===== config.mk =====
export PLATFORM = sky130hd
export DESIGN_NAME = cx_wb_merge
export DESIGN_NICKNAME = d
export VERILOG_FILES = /design/src/rtl/cx_wb_merge_pkg.sv /design/src/rtl/cx_wb_merge_fifo.sv /design/src/rtl/cx_wb_merge.sv
export SDC_FILE = /design/constraint.sdc
export NUM_CORES = 1
export LEC_CHECK = 0
export ABC_AREA = 1
export CORE_MARGIN = 2
export CORE_UTILIZATION = 50
export DETAILED_ROUTE_END_ITERATION = 12
export GPL_ROUTABILITY_DRIVEN = 0
export PLACE_DENSITY = 0.77
export REMOVE_ABC_BUFFERS = 1
export SKIP_CTS_REPAIR_TIMING = 1
export SYNTH_ARGS = -nofsm -noshare
export SYNTH_HDL_FRONTEND = slang
export SYNTH_SLANG_ARGS = --single-unit

===== constraint.sdc =====
create_clock -name clk -period 3.1 [get_ports clk]
set_clock_uncertainty 0.1 [all_clocks]
set_input_delay 0.62 -clock clk [delete_from_list [all_inputs] [get_ports clk]]
set_output_delay 0.62 -clock clk [all_outputs]
set_load 0.01 [all_outputs]

===== src/rtl/cx_wb_merge_pkg.sv =====
// Shared types for the custom-instruction writeback merge stage.
// Register-index width, default data width and the FIFO / write-port records.
package cx_wb_merge_pkg;
  localparam int CX_XLEN = 32;
  localparam int RIDX_W  = 5;

  typedef struct packed {
    logic [RIDX_W-1:0]  rd;
    logic [CX_XLEN-1:0] data;
  } cx_entry_t;

  // Register-file write port; the core writeback stage drives the same record.
  typedef struct packed {
    logic               we;
    logic [RIDX_W-1:0]  wa;
    logic [CX_XLEN-1:0] wd;
  } rf_port_t;
endpackage


===== src/rtl/cx_wb_merge_fifo.sv =====
// Synchronous DEPTH-entry FIFO with show-ahead head, count, full and empty.
// Handshake: push is accepted when not full or when popping in the same cycle; pop only when not empty.
module cx_wb_merge_fifo #(
  parameter int W     = 37,
  parameter int DEPTH = 4
) (
  input  logic                       clk,
  input  logic                       reset,
  input  logic                       push,
  input  logic [W-1:0]               din,
  input  logic                       pop,
  output logic [W-1:0]               dout,
  output logic [$clog2(DEPTH):0]     count,
  output logic                       full,
  output logic                       empty
);
  localparam int CW = $clog2(DEPTH);
  localparam logic [CW:0] FULL_CNT = (CW+1)'(DEPTH);

  logic [W-1:0]  mem [DEPTH];
  logic [CW-1:0] wr_ptr;
  logic [CW-1:0] rd_ptr;
  logic          do_push;
  logic          do_pop;

  assign full    = (count == FULL_CNT);
  assign empty   = (count == '0);
  assign do_pop  = pop && !empty;
  assign do_push = push && (!full || do_pop);
  assign dout    = mem[rd_ptr];

  always_ff @(posedge clk) begin
    if (do_push) mem[wr_ptr] <= din;
  end

  // Pointers wrap naturally because DEPTH is a power of two.
  always_ff @(posedge clk) begin
    if (reset) begin
      wr_ptr <= '0;
      rd_ptr <= '0;
      count  <= '0;
    end else begin
      if (do_push) wr_ptr <= wr_ptr + 1'b1;
      if (do_pop)  rd_ptr <= rd_ptr + 1'b1;
      case ({do_push, do_pop})
        2'b10:   count <= count + 1'b1;
        2'b01:   count <= count - 1'b1;
        default: count <= count;
      endcase
    end
  end
endmodule


===== src/rtl/cx_wb_merge.sv =====
// Merges custom-unit results onto the register-file write port behind the core writeback,
// tracking pending destinations and outstanding-issue credits for dispatch stalls.
module cx_wb_merge
  import cx_wb_merge_pkg::*;
#(
  parameter int XLEN  = CX_XLEN,
  parameter int DEPTH = 4
) (
  input  logic            clk,
  input  logic            reset,
  input  logic            issue_v,
  input  logic [4:0]      issue_rd,
  input  logic            cx_v,
  input  logic [4:0]      cx_rd,
  input  logic [XLEN-1:0] cx_data,
  input  logic            core_wb_v,
  input  logic [4:0]      core_wb_rd,
  input  logic [XLEN-1:0] core_wb_data,
  input  logic [4:0]      q_rs1,
  input  logic [4:0]      q_rs2,
  input  logic [4:0]      q_rd,
  output logic            hazard,
  output logic            issue_stall,
  output logic            rf_we,
  output logic [4:0]      rf_wa,
  output logic [XLEN-1:0] rf_wd,
  output logic            ovf_err
);
  localparam int CW = $clog2(DEPTH);
  localparam logic [CW:0] FULL_CNT = (CW+1)'(DEPTH);

  cx_entry_t   head;
  cx_entry_t   new_entry;
  logic [CW:0] fifo_count;
  logic        fifo_full;
  logic        fifo_empty;
  logic        pop;
  logic        push;
  logic        issue_ok;
  logic        err_now;

  rf_port_t    rf_q, rf_d;
  logic [31:0] pending_q, pending_d;
  logic [CW:0] out_q, out_d;

  // The core path always owns the port; the FIFO drains only in idle core cycles.
  assign pop       = !core_wb_v && !fifo_empty;
  assign push      = cx_v && (!fifo_full || pop);
  assign issue_ok  = issue_v && !issue_stall;
  assign new_entry = '{rd: cx_rd, data: cx_data};
  assign err_now   = (cx_v && !pop && (fifo_count == FULL_CNT)) || (issue_v && issue_stall);

  cx_wb_merge_fifo #(
    .W     ($bits(cx_entry_t)),
    .DEPTH (DEPTH)
  ) u_fifo (
    .clk   (clk),
    .reset (reset),
    .push  (push),
    .din   (new_entry),
    .pop   (pop),
    .dout  (head),
    .count (fifo_count),
    .full  (fifo_full),
    .empty (fifo_empty)
  );

  always_comb begin
    rf_d    = rf_q;
    rf_d.we = 1'b0;
    if (core_wb_v) begin
      rf_d = '{we: (core_wb_rd != '0), wa: core_wb_rd, wd: core_wb_data};
    end else if (pop) begin
      rf_d = '{we: (head.rd != '0), wa: head.rd, wd: head.data};
    end
  end

  // Clear before set so a same-cycle reissue of the popped register stays pending.
  always_comb begin
    pending_d = pending_q;
    if (pop) pending_d[head.rd] = 1'b0;
    if (issue_ok && (issue_rd != '0)) pending_d[issue_rd] = 1'b1;
    pending_d[0] = 1'b0;
  end

  always_comb begin
    out_d = out_q;
    if (issue_ok && !pop)                     out_d = out_q + 1'b1;
    else if (!issue_ok && pop && out_q != '0) out_d = out_q - 1'b1;
  end

  always_ff @(posedge clk) begin
    if (reset) begin
      rf_q        <= '0;
      pending_q   <= '0;
      out_q       <= '0;
      issue_stall <= 1'b0;
      ovf_err     <= 1'b0;
    end else begin
      rf_q        <= rf_d;
      pending_q   <= pending_d;
      out_q       <= out_d;
      issue_stall <= (out_d == FULL_CNT);
      ovf_err     <= ovf_err | err_now;
    end
  end

  assign hazard = pending_q[q_rs1] | pending_q[q_rs2] | pending_q[q_rd];
  assign rf_we  = rf_q.we;
  assign rf_wa  = rf_q.wa;
  assign rf_wd  = rf_q.wd;
endmodule


==> flow_summary.yaml <==
floorplan:
  num_rows: 52
  die_area_um2: 21450
  fp.dieW_um: 146.5
  ios: 140
  coreArea_um2: 20100
  die_y_um: 146.5
  start_util_pct: 50.47
grt:
  grt_first_pass_wirelength_mm: 41.23
  grt-ovfl-total: 0
  grt_use_total_pct: 23.76
  antenna_found_initial: 2
  grt_pass1_vias: 8056
  grt_start_max_net_pins: 77
sta:
  timing.fmax_mhz: 364.2
  setup_viol: 0
  period_share_pct: 88.58
  setup_tns_ns: 0
  drv_slew: 0
  relSlewSlack_pct: 37.87
  tightest_slew_ns: 0.9297
  layout_min_cycle_time_ns: 2.746
  hold_viol: 0
  rsz0062_at_grt: "no"
clock_tree:
  numCtsBuffers: 24
  cts-root-buf: "clkbuf_16"
  cts_tree: "done"
  cts_max_level: 1
  insertion_delay_ns: 0.53
  clkSinkCount: 231
  cts_buffer_depth: 3
  clkSlewWorstSetupHoldPaths_ns: 0.06
synthesis:
  netlist_instances: 1111
  yosysSeqAreaShare_pct: 60.18
  synth_edf_count: 148
  async_reset_ff_share_pct: 0
  ys_warn_count: 0
  synthMuxAreaShare_pct: 0
  synth-adder-area-share_pct: 1.184
  yosys.area_share.simple_pct: 21.85
  synth_top_area_share_pct: 43.80
  synth_compound_area_share_pct: 11.35
  avgSynthCellArea_um2: 9.132
  ys.flop_type: "edfxtp_1"
  synth.distinct_cells: 33
  netlist.top_cell.by_area: "edfxtp_1"
  syn-cell-area_um2: 10150
  synth_seq_cells: 231
  synthXorXnorAreaFrac_pct: 0.1726
  synth.top_cells.by_area: "edfxtp_1 44%, dfxtp_1 16%, nand2_1 12%"
  synth_top_family_by_area: "simple AND/OR/NAND/NOR gates"
worst_setup_path:
  cp_max_fo: 8
  cpLargestDelayFamily: "buffers and inverters"
  path_cells: "clkdlybuf4s50_1, inv_1, nand3_1, nand3_1, nand2_1, nand2_1, nand3_1, nand2_1, nand3_1, dlymetal6s2s_1"
  worstSetupEndpointType: "primary output"
  cp_num_buf_inv: 3
  ff2ff_path_depth: 8
  cpMaxStageDelayCell: "clkdlybuf4s50_1"
  crit_top_cell: "nand3_1"
  cp.depth: 10
  slowest_delay_ns: 0.44
  path_class: "input pin to primary output"
  crit_path_start_kind: "input pin"
  required_ns: 2.38
  arrival_ns: 2.03
finish:
  layout_common_cells: "318 x nand2_1, 148 x edfxtp_1, 133 x clkdlybuf4s50_1, 88 x nand3_1, 82 x dfxtp_1"
  final_common_cell: "nand2_1"
  finalNetCount: 1352
  finalInstanceArea_um2: 12740
  synthToLayoutAreaGrowth_pct: 25.60
  drive_gt1_share_pct: 8.089
  final_core_util_pct: 63.39
power:
  ir_drop_v: 0.0004279
  p_per_area_nw_per_um2: 677.2
  leakagePower_nw: 4.689
route:
  first_pass_iters: 5
  drc: 0
  via_per_inst: 5.498
  drtAntennaViolNets: 0
  drt_iter0_drc: 629
  routed_wl_mm: 25.90
  post_drt_wl_per_cell_um: 16.90
  vias: 8423
min_path:
  hp-class: "flop to flop"
  min_path_cells: 2
placement:
  portBuffers: 139
  placed_area_um2: 11930
  hpwl_mm: 16.77
flow_run:
  drv_cap: 0
status:
  run_status: "completed"
## worst paths after layout
kind                    startpoint                to  slack [ns]
setup / recovery          q_rs2[1]            hazard        0.35
hold / removal    u_fifo.rd_ptr[1]  u_fifo.rd_ptr[1]        0.37
setup reg to reg              flop      pending_q[6]        0.96
hold reg to reg   u_fifo.rd_ptr[1]  u_fifo.rd_ptr[1]        0.37
## routing by layer
layer / vias up / wire length (um) / track usage [%]
met5: - / 0 / 0
met2: 325 / 12910 / 41.93
li1: 4050 / - / -
met1: 3981 / 10300 / 28.86
met3: 67 / 1986 / 5.375
met4: 0 / 697 / 7.961
## cells in the mapped netlist (6+ instances only)
master	n
nor3_1	8
edfxtp_1	148
dfxtp_1	83
a31oi_1	37
clkbuf_1	26
inv_2	6
inv_1	70
nand3_1	88
nor2_1	83
o21ai_0	78
a21oi_1	46
o22ai_1	32
buf_2	26
nand2_2	12
ha_1	8
o21ai_1	15
nor2_4	7
nand2_1	318
## stage by stage
step	setup slack (ns)	cells	hold slack, ns	power, W
after detailed placement	-0.1200	1487	0.3605	0.005848
after floorplan	0.01105	1057	0.3357	0.004936
after global routing	0.2427	1531	0.3943	0.009044
final	0.3540	1532	0.3697	0.008630
after CTS	-0.1290	1530	0.3719	0.008673
after global placement	-0.08405	1487	0.3478	0.005786
## cells by family after synthesis
kind of cell    count (synthesis)
buf+inv                       132
compound gates                211
fa+ha+maj                       9
simple gates                  526
flops                         231
xor+xnor                        2
## power breakdown
group	switching, W	internal (W)	leakage [nW]
combinational	0.00134	0.000761	2.26
sequential	0.000131	0.00356	2.04
clock	0.00118	0.00165	0.393
## tightest hold or removal path: stages (launching register included)
cell and delay [ns]:
dfxtp_1 0.30, inv_1 0.05, a21oi_1 0.07
## cell type report
cell class / instances / area (um^2)
timing repair buffer: 161 / 1673
clock inverter: 15 / 156.4
fill: 1600 / 7361
inverter: 78 / 295.3
multi-input combinational: 748 / 3536
sequential: 231 / 6107
clock buffer: 28 / 635.6
antenna: 1 / 2.502
tap: 270 / 337.8
## registers in the layout, indices dropped and copies added, names as in the netlist, named ones only
signal and count:
u_fifo.count 3, ovf_err 1, u_fifo.mem 148, pending_q 31
issue_stall 1, out_q 3, u_fifo.rd_ptr 2, u_fifo.wr_ptr 2
rf_wd 32, rf_wa 5, rf_we 1
Note: power is estimated with default switching activity, not from simulation.
